--- src/rtl/tdm_demux4_pkg.sv ---
// Shared constants and state type for the 4-slot TDM receiver.
//   NSLOT   : slots per frame
//   SLOT_W  : width of the slot index
//   state_t : framing FSM state (HUNT = searching for sync, LOCKED = aligned)
package tdm_pkg;

  localparam int unsigned NSLOT  = 4;
  localparam int unsigned SLOT_W = 2;

  typedef enum logic {
    ST_HUNT   = 1'b0,
    ST_LOCKED = 1'b1
  } state_t;

endpackage

--- src/rtl/tdm_demux4_if.sv ---
// Serial link into the TDM receiver.
//   din        : slot word
//   din_valid  : din carries a slot this cycle
//   frame_sync : marks din as slot 0 (only meaningful with din_valid)
// master = link driver, slave = receiver.
interface tdm_demux4_if #(
  parameter int unsigned W = 1
);
  logic [W-1:0] din;
  logic         din_valid;
  logic         frame_sync;

  modport master (output din, din_valid, frame_sync);
  modport slave  (input  din, din_valid, frame_sync);
endinterface

--- src/rtl/tdm_demux4_slot_ctr.sv ---
// Framing FSM and slot counter for the TDM receiver.
//   clk, rst_n : clock, async active-low reset
//   accept     : a slot word is taken this cycle
//   frame_sync : current word is marked as slot 0
//   slot       : index the next accepted word will occupy (registered)
//   locked     : FSM is in LOCKED (registered)
//   capture_en : current word is to be stored (comb)
//   complete   : current word finishes a frame (comb)
//   sync_err   : one-cycle framing violation pulse (registered)
module tdm_slot_ctr
  import tdm_pkg::*;
(
  input  logic              clk,
  input  logic              rst_n,
  input  logic              accept,
  input  logic              frame_sync,
  output logic [SLOT_W-1:0] slot,
  output logic              locked,
  output logic              capture_en,
  output logic              complete,
  output logic              sync_err
);

  state_t            r_state;
  state_t            w_state_nxt;
  logic [SLOT_W-1:0] r_slot;
  logic [SLOT_W-1:0] w_slot_nxt;
  logic              r_sync_err;
  logic              w_sync_err_nxt;

  always_ff @(posedge clk or negedge rst_n) begin
    if (!rst_n) begin
      r_state    <= ST_HUNT;
      r_slot     <= '0;
      r_sync_err <= 1'b0;
    end else begin
      r_state    <= w_state_nxt;
      r_slot     <= w_slot_nxt;
      r_sync_err <= w_sync_err_nxt;
    end
  end

  always_comb begin
    w_state_nxt    = r_state;
    w_slot_nxt     = r_slot;
    w_sync_err_nxt = 1'b0;
    if (accept) begin
      case (r_state)
        ST_HUNT: begin
          if (frame_sync) begin
            w_state_nxt = ST_LOCKED;
            w_slot_nxt  = SLOT_W'(1);
          end
        end
        ST_LOCKED: begin
          if (frame_sync) begin
            // sync mid-frame re-aligns; sync at slot 0 is the normal case
            w_sync_err_nxt = (r_slot != '0);
            w_slot_nxt     = SLOT_W'(1);
          end else if (r_slot == '0) begin
            w_sync_err_nxt = 1'b1;
            w_state_nxt    = ST_HUNT;
            w_slot_nxt     = '0;
          end else begin
            w_slot_nxt = r_slot + SLOT_W'(1);
          end
        end
        default: w_state_nxt = ST_HUNT;
      endcase
    end
  end

  always_comb begin
    capture_en = 1'b0;
    complete   = 1'b0;
    if (accept) begin
      if (r_state == ST_HUNT) begin
        capture_en = frame_sync;
      end else begin
        capture_en = frame_sync || (r_slot != '0);
        complete   = !frame_sync && (r_slot == SLOT_W'(NSLOT - 1));
      end
    end
  end

  assign slot     = r_slot;
  assign locked   = (r_state == ST_LOCKED);
  assign sync_err = r_sync_err;

endmodule

--- src/rtl/tdm_demux4.sv ---
// Receive end of a 4-slot TDM link: aligns serial slot words to frame_sync
// and presents each complete frame as four registered channel words.
//   clk, rst_n  : clock, async active-low reset
//   bus         : serial link (din, din_valid, frame_sync), slave side
//   z0..z3      : channel words of the last complete frame
//   frame_valid : one-cycle pulse when z0..z3 update
//   slot        : index of the next accepted word
//   locked      : receiver aligned to the frame
//   sync_err    : one-cycle framing violation pulse
//   frame_cnt   : completed frames, wraps modulo 2**CNT_W
module tdm_demux4
  import tdm_pkg::*;
#(
  parameter int unsigned W     = 1,
  parameter int unsigned CNT_W = 8
) (
  input  logic              clk,
  input  logic              rst_n,
  tdm_demux4_if.slave       bus,
  output logic [W-1:0]      z0,
  output logic [W-1:0]      z1,
  output logic [W-1:0]      z2,
  output logic [W-1:0]      z3,
  output logic              frame_valid,
  output logic [SLOT_W-1:0] slot,
  output logic              locked,
  output logic              sync_err,
  output logic [CNT_W-1:0]  frame_cnt
);

  logic              w_capture_en;
  logic              w_complete;
  logic [SLOT_W-1:0] w_idx;
  logic [W-1:0]      r_shadow [NSLOT-1];
  logic [W-1:0]      r_z      [NSLOT];
  logic              r_frame_valid;
  logic [CNT_W-1:0]  r_frame_cnt;

  tdm_slot_ctr u_ctr (
    .clk        (clk),
    .rst_n      (rst_n),
    .accept     (bus.din_valid),
    .frame_sync (bus.frame_sync),
    .slot       (slot),
    .locked     (locked),
    .capture_en (w_capture_en),
    .complete   (w_complete),
    .sync_err   (sync_err)
  );

  // A synced word always lands in slot 0, including re-alignment.
  assign w_idx = bus.frame_sync ? '0 : slot;

  // Slot 3 is never shadowed: it goes straight to z3 on completion.
  always_ff @(posedge clk or negedge rst_n) begin
    if (!rst_n) begin
      for (int unsigned k = 0; k < NSLOT - 1; k++) r_shadow[k] <= '0;
    end else begin
      for (int unsigned k = 0; k < NSLOT - 1; k++) begin
        if (w_capture_en && (w_idx == SLOT_W'(k))) r_shadow[k] <= bus.din;
      end
    end
  end

  always_ff @(posedge clk or negedge rst_n) begin
    if (!rst_n) begin
      for (int unsigned k = 0; k < NSLOT; k++) r_z[k] <= '0;
      r_frame_valid <= 1'b0;
      r_frame_cnt   <= '0;
    end else begin
      r_frame_valid <= w_complete;
      if (w_complete) begin
        for (int unsigned k = 0; k < NSLOT - 1; k++) r_z[k] <= r_shadow[k];
        r_z[NSLOT-1] <= bus.din;
        r_frame_cnt  <= r_frame_cnt + CNT_W'(1);
      end
    end
  end

  assign z0          = r_z[0];
  assign z1          = r_z[1];
  assign z2          = r_z[2];
  assign z3          = r_z[3];
  assign frame_valid = r_frame_valid;
  assign frame_cnt   = r_frame_cnt;

endmodule
--- src/flat_wrapper.sv ---
// flat-port wrapper written by rule: the top's interface ports become plain ports
module tdm_demux4_flat import tdm_pkg::*;
#(
  parameter int unsigned W     = 1,
  parameter int unsigned CNT_W = 8
)
  (clk, rst_n, z0, z1, z2, z3, frame_valid, slot, locked, sync_err, frame_cnt, bus_din, bus_din_valid, bus_frame_sync);
  tdm_demux4_if #(.W(W)) bus_i ();
  input  logic clk;
  input  logic rst_n;
  output logic [W-1:0] z0;
  output logic [W-1:0] z1;
  output logic [W-1:0] z2;
  output logic [W-1:0] z3;
  output logic frame_valid;
  output logic [SLOT_W-1:0] slot;
  output logic locked;
  output logic sync_err;
  output logic [CNT_W-1:0] frame_cnt;
  input wire logic [$bits(bus_i.din)-1:0] bus_din;
  input wire logic [$bits(bus_i.din_valid)-1:0] bus_din_valid;
  input wire logic [$bits(bus_i.frame_sync)-1:0] bus_frame_sync;
  assign bus_i.din = bus_din;
  assign bus_i.din_valid = bus_din_valid;
  assign bus_i.frame_sync = bus_frame_sync;
  tdm_demux4 #(.W(W), .CNT_W(CNT_W)) u_core (.clk(clk), .rst_n(rst_n), .bus(bus_i), .z0(z0), .z1(z1), .z2(z2), .z3(z3), .frame_valid(frame_valid), .slot(slot), .locked(locked), .sync_err(sync_err), .frame_cnt(frame_cnt));
endmodule
--- config.mk ---
export PLATFORM = sky130hd
export DESIGN_NAME = tdm_demux4_flat
export DESIGN_NICKNAME = d
export VERILOG_FILES = /design/src/rtl/tdm_demux4_pkg.sv /design/src/rtl/tdm_demux4_if.sv /design/src/rtl/tdm_demux4_slot_ctr.sv /design/src/rtl/tdm_demux4.sv /design/src/flat_wrapper.sv
export SDC_FILE = /design/constraint.sdc
export NUM_CORES = 1
export LEC_CHECK = 0
export ABC_AREA = 0
export CORE_ASPECT_RATIO = 1.4
export CORE_MARGIN = 2
export CORE_UTILIZATION = 47
export CTS_CLUSTER_DIAMETER = 150
export DETAILED_ROUTE_END_ITERATION = 10
export PLACE_DENSITY = 0.76
export SYNTH_ARGS = -nofsm -noshare
export SYNTH_HDL_FRONTEND = slang
export SYNTH_HIERARCHICAL = 1
export SYNTH_SLANG_ARGS = --single-unit
--- constraint.sdc ---
create_clock -name clk -period 2.5 [get_ports clk]
set_input_delay 0.75 -clock clk [delete_from_list [all_inputs] [get_ports clk]]
set_output_delay 0.75 -clock clk [all_outputs]
set_load 0.03 [all_outputs]
---- Word-level counts from Yosys, hierarchy flattened ----
Index checks and enable logic that the tools add are counted.
operators by class
  equality and inequality tests ........... 4
  reduce and logical (&&, ||, !) cells .... 10
  $add $sub $neg .......................... 2
  bitwise gates (word level) .............. 1
  multiplexer cells ....................... 17
operators with widths
  cell                                                             number
  1-bit two-way mux                                                11
  8-bit by 1-bit adder with 8-bit output, second input constant    1
  2-bit two-way mux                                                4
  2-bit == test, second input constant                             2
  1-bit logical AND                                                4
  2-bit zero test                                                  2
  2-bit case mux with 2 select lines                               1
  2-bit by 1-bit adder with 2-bit output, second input constant    1
  2-bit by 1-bit == test with 1-bit output, second input constant  1
  2-bit inequality test, second input constant                     1
  1-bit case mux with 2 select lines                               1
  2-bit AND reduction                                              1
  2-bit nonzero test                                               1
  1-bit zero test                                                  1
  1-bit logical OR                                                 1
  1-bit inverter                                                   1
word-level totals
  input bits .............................. 5
  logic and storage cells ................. 46
  register bits ........................... 20

---- Depth between registers and ports, before layout ----
Gate-level depths: netlist (run 1).
  word-level depth ........................ 5
  gate-level depth with buffers ........... 7
  depth with buffers taken out ............ 7

---- Hierarchy ----
Netlist (run 1), hierarchy kept.
by module, submodules not included
  module        times used  sequential area each (um^2)  cells an instance  area each (um^2)
  tdm_demux4    1           400.4                        46                 665.6
  tdm_slot_ctr  1           100.1                        26                 256.5

---- Worst setup path before layout (run 1) ----
OpenSTA, ideal clock, no wires.
  path type ............................... flip-flop to flip-flop
  start point ............................. register u_core.u_ctr.r_slot[0], in the netlist u_core/u_ctr/slot[0]
  end point ............................... register u_core/r_shadow[0] in the netlist's numbering
  slack ................................... 0.499 ns
  arrival ................................. 1.876 ns
  library setup time ...................... 0.125 ns
  cell stages (with the launch flop) ...... 8
  path buffers ............................ 0
  cells stage by stage .................... dfrtp_1 inv_1 ha_1 ha_1 nand2b_1 a21boi_2 and4bb_2 mux2_4
between the ends
  cells in the longest elaborated chain, start to end .. 5
  elaborated cells on any way between the ends .. 7
  classes of those cells .................. eq/ne (1); mux (3); reduce/logical (3)
RTL lines
  element                         RTL line                   source
  start: declaration              tdm_demux4_slot_ctr.sv:26  logic [SLOT_W-1:0] r_slot;
  start signal: assignment        tdm_demux4_slot_ctr.sv:38  r_slot <= w_slot_nxt;
  2-bit nonzero test              tdm_demux4_slot_ctr.sv:80  capture_en = frame_sync || (r_slot != '0);
  1-bit logical OR                tdm_demux4_slot_ctr.sv:80
  1-bit two-way mux               tdm_demux4_slot_ctr.sv:77  if (r_state == ST_HUNT) begin
  1-bit two-way mux               tdm_demux4_slot_ctr.sv:76  if (accept) begin
  net u_core.w_capture_en         tdm_demux4.sv:31           logic w_capture_en;
  1-bit logical AND               tdm_demux4.sv:60           if (w_capture_en && (w_idx == SLOT_W'(k))) r_shadow[k] <= bus.din;
  end signal: indexed assignment  tdm_demux4.sv:60
  end: declaration                tdm_demux4.sv:34           logic [W-1:0] r_shadow [NSLOT-1];
The timed path passes the listed nets, and every way through them passes these cells.
A chain may end at the register's enable or synchronous reset.

---- Worst setup path after layout (run 1) ----
  start point ............................. register u_core.u_ctr.r_state, in the netlist u_core/u_ctr/locked
  end point ............................... output port locked
RTL lines
  element                   RTL line                   source
  start: declaration        tdm_demux4_slot_ctr.sv:24  state_t r_state;
  start signal: assignment  tdm_demux4_slot_ctr.sv:37  r_state <= w_state_nxt;
  end: declaration          flat_wrapper.sv:17         output logic locked;
No word-level cell between the ends.

==> impl_summary.log, run 1 <==
INFO  metric postRouteAntennaNets = 0
INFO  metric wirelength = 1.578 mm
INFO  metric first_pass_grt_wire_length = 2.835 mm
INFO  metric min_period_over_period = 90.29%
INFO  metric grt_max_degree = 21
INFO  metric worst_r2r_path_depth = 7
INFO  metric antenna_cells = 0
INFO  metric finish.utilization = 63.82%
INFO  metric synth_cells = 72
INFO  metric worstMarginPinSlew = slightly above 300 ps
INFO  metric finalHoldViolCount = 0
INFO  metric via_count_of_the_first_global_routing_pass = ~640
INFO  metric dieWidth = 41.44 µm
INFO  metric critical_path.slowest_cell = clkdlybuf4s50_1
INFO  metric drt-pass1-iter-count = 3
INFO  metric worst_ep_arrival_time = 1510 ps
INFO  metric worstHoldPathType = flop to flop
INFO  metric relative_contribution_of_combinational_cells_to_total_power = 43.4%
INFO  metric initial_utilization = 48.49%
INFO  metric clock_skew = between 3 and 4 ps
INFO  metric cts_max_level = 1
INFO  metric finish.cell_count_without_fillers = 121
INFO  metric hold_depth = 1
INFO  metric cts_hold_buf = 0
INFO  metric drive_gt1_share = 20.00%
INFO  metric avgViaCountPerCell = 5.248
INFO  metric routed-wl-met3 = 69 µm
INFO  metric syn_avg_cell_area = 12.81 µm²
INFO  metric std_cell_rows = 19
INFO  metric drc = 0
INFO  metric crit_path_start_kind = flop
INFO  metric detail_route.wirelength.met1 = ~650 µm
INFO  metric grt_setup_unrepaired = false
INFO  metric ff2ff_setup_slack = 500 ps
INFO  metric r2r-end = u_core/r_shadow[0]
INFO  metric muxShareOfSynthArea = 10.18%
INFO  metric net_count_after_synthesis = 82
INFO  metric critical_path.max_stage_delay = between 700 and 800 ps
INFO  metric fp.dieArea = 2337 µm²
INFO  metric crit_path_category = flop to primary output
INFO  metric netSwitchingPower = 0.4734 mW
INFO  metric met2WireLength = ~840 µm
INFO  metric total_leakage_power = 0.5674 nW
INFO  metric timing.critical_path.to_type = primary output
INFO  metric synthFlopType = dfrtp_1
INFO  metric p_int = between 0.7 and 0.8 mW
INFO  metric outcome = finished clean
INFO  metric grt_overflow = 0
INFO  metric synth_simple_gate_area_share = 14.52%
INFO  metric synth_top_family_by_area = simple AND/OR/NAND/NOR gates
INFO  metric groute.usage.overall = 15.66%
INFO  metric setup_viol_count_final = 0
INFO  metric synth.yosys.seq_area_share = 54.27%
INFO  metric topRoutingLayerUsed = met4
INFO  metric placed_cells = 117
INFO  metric synth-async-reset-ratio = between 90% and 100%
INFO  metric nNetsFinal = 111
INFO  metric maxCapViolCount = 0
INFO  metric vias = 635
INFO  metric clock_sinks = 20
INFO  metric slew_headroom = 79.19%
INFO  metric tritoncts = done
INFO  metric initial_antenna_violation_count = 0
INFO  metric clk_pin_slew_worst_paths = 110 ps
INFO  metric port-buffer-count = 21
INFO  metric synth_largest_area_cell = dfrtp_1
INFO  metric synth_largest_type_area_fraction = 54.27%
INFO  metric synth.yosys.warnings = 6
INFO  metric synth_common_cells = 20 x dfrtp_1, 7 x mux2_2, 5 x ha_1, 5 x nor2_1
INFO  metric synth_edf_count = 0
INFO  metric cp.buffers_inverters = 1
INFO  metric number_of_library_cell_types_mapped_by_synthesis = 26
INFO  metric worst_hold_path.endpoint = u_core/frame_cnt[7]
INFO  metric finalSetupTns = 0 ps
INFO  metric post-cts-setup-buffer-count = 0
INFO  metric synth_compound_gate_area_share = ~4.7%
INFO  metric share_clk_of_total_power = 14.6%
INFO  metric die-height = 56.41 µm
INFO  metric synth_xor_area_share = 6.649%
INFO  metric fmax = 443.0 MHz
INFO  metric post_drt_wl_per_cell = 13.04 µm
INFO  metric cp_cell_sequence = clkdlybuf4s50_1
INFO  metric synth_area_leaders = dfrtp_1 54%, mux2_2 8.5%, ha_1 6.8%, xor2_1 3.8%, xnor2_1 2.8%
INFO  metric required_worst_endpoint = 1750 ps
INFO  metric cts.root.buffer_cell = clkbuf_4
INFO  metric r2r-start = u_core/u_ctr/slot[0]
INFO  metric gp_congestion = between 0.6 and 0.7
INFO  metric areaGrowthSynthToFinish = 31.61%
INFO  metric period_needed = roughly 2300 ps
INFO  metric mappedNetlistArea = 922.1 µm²
INFO  metric yosys.area_share.adder = 6.784%
INFO  metric seqPwrFrac = a little over two fifths
INFO  metric path_delay_family = buffers and inverters
INFO  metric cts_inserted_buffers = 3
INFO  metric peakVddDrop = 546.3 µV
INFO  metric detailed_place_hpwl = 1.227 mm
INFO  metric floorplan.io_pins = 22
INFO  metric synth.most_common_cell = dfrtp_1
INFO  metric total_power = between 1 and 1.5 mW
INFO  metric clk-insertion-delay-late = 290 ps
INFO  metric sw_ratio = 38.07%
INFO  metric cts_buffer_depth = 2
INFO  metric critPathMaxFanout = 9
INFO  metric power.density_cell_area = 1025 nW/µm²
INFO  metric coreArea = 1902 µm²
INFO  metric maxSlewViolCount = 0
INFO  metric postCtsResizedCells = 0
INFO  metric synth_seq_cells = 20
INFO  metric detail_route.iter0.violations = 9
INFO  metric hold_path_startpoint = u_core/frame_cnt[7]
layout make-up:
class / instances / area (µm²)
fill: 156 / 688.2
sequential: 20 / 500.5
multi-input combinational: 47 / 395.4
timing repair buffer: 25 / 240.2
clock buffer: 4 / 36.28
tap: 21 / 26.28
inverter: 4 / 15.01
power by group through the flow:
stage / clock network [mW] / registers, mW / logic [mW]
after floorplan: 0 / 0.663 / 0.180
after global routing: 0.207 / 0.544 / 0.579
after global placement: 0 / 0.528 / 0.527
after CTS: 0.189 / 0.525 / 0.549
after detailed placement: 0 / 0.529 / 0.549
final: 0.181 / 0.522 / 0.540
kinds of logic after synthesis:
logic type,Yosys count
XOR/XNOR,7
buffers and inverters,5
adder cells (fa/ha/maj),5
AND/OR/NAND/NOR,21
flip-flops,20
AO/OA/AOI/OAI,6
multiplexers,8
per-layer routing:
metal / track usage [%] / vias up
met3: 2.251 / 4
met4: 6.912 / 0
met5: 0 / -
met1: 18.64 / 301
met2: 27.46 / 18
li1: - / 312
per-stage QoR:
step	setup slack, ps	hold slack (ps)	instance area [µm²]
global route	145.3	497.6	1214
finish	242.7	470.9	1214
CTS	224.8	476.2	1214
global placement	81.48	456.4	1177
floorplan	499.0	454.4	922.1
detailed placement	9.568	456.5	1177
state kept, by name, indices dropped and copies added, names as in the netlist:
signal	count
u_core/r_shadow	3
u_core/z1	1
u_core/frame_cnt	8
u_core/z0	1
u_core/z2	1
u_core/z3	1
u_core/frame_valid	1
u_core/u_ctr/sync_err	1
u_core/u_ctr/slot	2
u_core/u_ctr/locked	1
cells in the final DEF, fill, tap and decap left out:
master,synthesis,routed
clkdlybuf4s50_1,0,21
dfrtp_1,20,20
mux2_2,7,7
nor2_1,5,5
ha_1,5,5
xor2_1,4,4
buf_4,0,4
inv_1,4,4
clkbuf_4,0,3
nand4_1,3,3
nand2_1,3,3
xnor2_1,3,3
nor3_1,2,2
clkbuf_8,0,1
nand4_2,1,1
nor2_2,1,1
o21ai_0,1,1
and4bb_1,1,1
and4bb_2,1,1
mux2_4,1,1
nor3b_1,1,1
nand2b_1,1,1
or2b_1,1,1
a21boi_2,1,1
nor4bb_1,1,1
a21oi_1,1,1
a31oi_1,1,1
o21a_1,1,1
o32ai_1,1,1
how the worst max path moves through the flow:
stage | start | to | slack (ps) | depth (start not counted)
finish | u_core/u_ctr/locked | locked | 240 | 1
global route | u_core/u_ctr/locked | locked | 150 | 1
CTS | u_core/u_ctr/locked | locked | 220 | 1
detailed placement | bus_frame_sync | u_core/r_shadow[0] | 10 | 7
global placement | bus_frame_sync | u_core/r_shadow[0] | 80 | 7
floorplan | u_core/u_ctr/slot[0] | u_core/r_shadow[0] | 500 | 7
Power figures use the tool's default switching activity.
==> run 2, diff against run 1 <==
--- a/config.mk
+++ b/config.mk
@@ -6,7 +6,7 @@
 export NUM_CORES = 1
 export LEC_CHECK = 0
 export ABC_AREA = 0
-export CORE_ASPECT_RATIO = 1.4
+export CORE_ASPECT_RATIO = 0.8
 export CORE_MARGIN = 2
 export CORE_UTILIZATION = 47
 export CTS_CLUSTER_DIAMETER = 150
==> impl_summary.log, run 2 (synthesized netlist as in run 1, its figures left out) <==
INFO  metric outcome = finished clean
INFO  metric initial_antenna_violation_count = 0
INFO  metric areaGrowthSynthToFinish = 33.79%
INFO  metric port-buffer-count = 21
INFO  metric antenna_cells = 0
INFO  metric grt_setup_unrepaired = false
INFO  metric peakVddDrop = between 700 and 800 µV
INFO  metric cts.root.buffer_cell = clkbuf_4
INFO  metric cp.buffers_inverters = 1
INFO  metric timing.critical_path.to_type = primary output
INFO  metric via_count_of_the_first_global_routing_pass = 659
INFO  metric placed_cells = 120
INFO  metric critical_path.max_stage_delay = 720 ps
INFO  metric cp_cell_sequence = clkdlybuf4s50_1
INFO  metric maxCapViolCount = 0
INFO  metric first_pass_grt_wire_length = 2.987 mm
INFO  metric postRouteAntennaNets = 0
INFO  metric drc = 0
INFO  metric largest_reg_flops = 8
INFO  metric post_drt_wl_per_cell = 13.59 µm
INFO  metric postCtsResizedCells = 0
INFO  metric layout_commonest_cell = clkdlybuf4s50_1
INFO  metric crit_path_start_kind = flop
INFO  metric std_cell_rows = 14
INFO  metric slew_headroom = 79.15%
INFO  metric cts_buffer_depth = 2
INFO  metric maxSlewViolCount = 0
INFO  metric finalHoldViolCount = 0
INFO  metric drt-pass1-iter-count = 4
INFO  metric power.density_cell_area = 1075 nW/µm²
INFO  metric total_leakage_power = 0.5743 nW
INFO  metric clk_pin_slew_worst_paths = 120 ps
INFO  metric crit_path_category = flop to primary output
INFO  metric setup_viol_count_final = 0
INFO  metric cts_inserted_buffers = 3
INFO  metric finish.cell_count_without_fillers = 124
INFO  metric critical_path.slowest_cell = clkdlybuf4s50_1
INFO  metric tritoncts = done
INFO  metric path_delay_family = buffers and inverters
INFO  metric grt_overflow = 0
INFO  metric drive_gt1_share = 20.00%
INFO  metric cts_hold_buf = 0
INFO  metric total_power = 1.327 mW
INFO  metric critPathMaxFanout = 8
INFO  metric coreArea = 1874 µm²
INFO  metric gp_congestion = roughly 0.78
INFO  metric clk-insertion-delay-late = 300 ps
INFO  metric worst_ep_arrival_time = 1530 ps
INFO  metric mostFrequentLayoutCells = 21 x clkdlybuf4s50_1, 20 x dfrtp_1, 7 x mux2_2
INFO  metric clock_skew = 12.95 ps
INFO  metric detailed_place_hpwl = 1.260 mm
INFO  metric dieWidth = between 50 and 60 µm
INFO  metric post-cts-setup-buffer-count = 0
INFO  metric nNetsFinal = 111
INFO  metric worstHoldPathType = flop to flop
INFO  metric detail_route.iter0.violations = 7
INFO  metric clock_sinks = 20
INFO  metric fp.dieArea = 2335 µm²
INFO  metric wirelength = 1.685 mm
INFO  metric min_period_over_period = 91.13%
INFO  metric initial_utilization = 49.20%
INFO  metric fmax = about 440 MHz
INFO  metric die-height = 43.62 µm
INFO  metric period_needed = about 2300 ps
INFO  metric cts_max_level = 1
INFO  metric grt_max_degree = 21
INFO  metric worstMarginPinSlew = about 310 ps
INFO  metric floorplan.io_pins = 22
INFO  metric required_worst_endpoint = 1750 ps
INFO  metric avgViaCountPerCell = about 5.1
INFO  metric vias = 633
INFO  metric groute.usage.overall = between 10% and 20%
[run 2: cell count changes in the layout (fill, tap and decap cells not counted)]
cell | previous run | this run
bufinv_16 | 0 | 1
clkbuf_8 | 1 | 0
[run 2: report_power, final]
part	internal [mW]	switching [mW]
sequential	0.423	0.101
combinational	0.258	0.287
clock	0.162	0.0956
[run 2: cell type report]
cell class	instances	area, µm²
Sequential cell	20	500.5
Multi-Input combinational cell	47	395.4
Clock buffer	3	22.52
Tap cell	24	30.03
Clock inverter	1	30.03
Inverter	4	15.01
Fill cell	147	640.6
Timing Repair Buffer	25	240.2
[run 2: worst paths after layout]
path / startpoint / to / slack [ps] / depth (start not counted)
min in group asynchronous: rst_n / u_core/u_ctr/sync_err / 770 / 2
max in group asynchronous: rst_n / u_core/z2 / 1510 / 2
max: u_core/u_ctr/slot[0] / slot[0] / 220 / 1
min reg2reg: u_core/frame_cnt[7] / u_core/frame_cnt[7] / 500 / 1
max reg2reg: u_core/u_ctr/slot[0] / u_core/r_shadow[0] / 500 / 7
min: u_core/frame_cnt[7] / u_core/frame_cnt[7] / 500 / 1
[run 2: layer usage]
layer / track usage, % / share of wire [%]
met1: 24.32 / 48
met2: 28.40 / 46
met3: 5.172 / 4.8
met4: 4.615 / 0.89
met5: 0 / 0
[run 2: stage by stage]
stage | worst slack (ps) | cell area [µm²] | TNS [ps] | utilization, % | hold slack [ps]
6_report | 221.8 | 1234 | 0 | 65.82 | 497.2
5_1_grt | 132.9 | 1234 | 0 | 65.82 | 509.5
4_1_cts | 210.8 | 1234 | 0 | 65.82 | 503.2
3_5_place_dp | -31.95 | 1181 | -44.84 | 63.02 | 485.2
3_3_place_gp | 52.70 | 1181 | 0 | 63.02 | 455.7
2_1_floorplan | 499.0 | 922.1 | 0 | - | 454.4
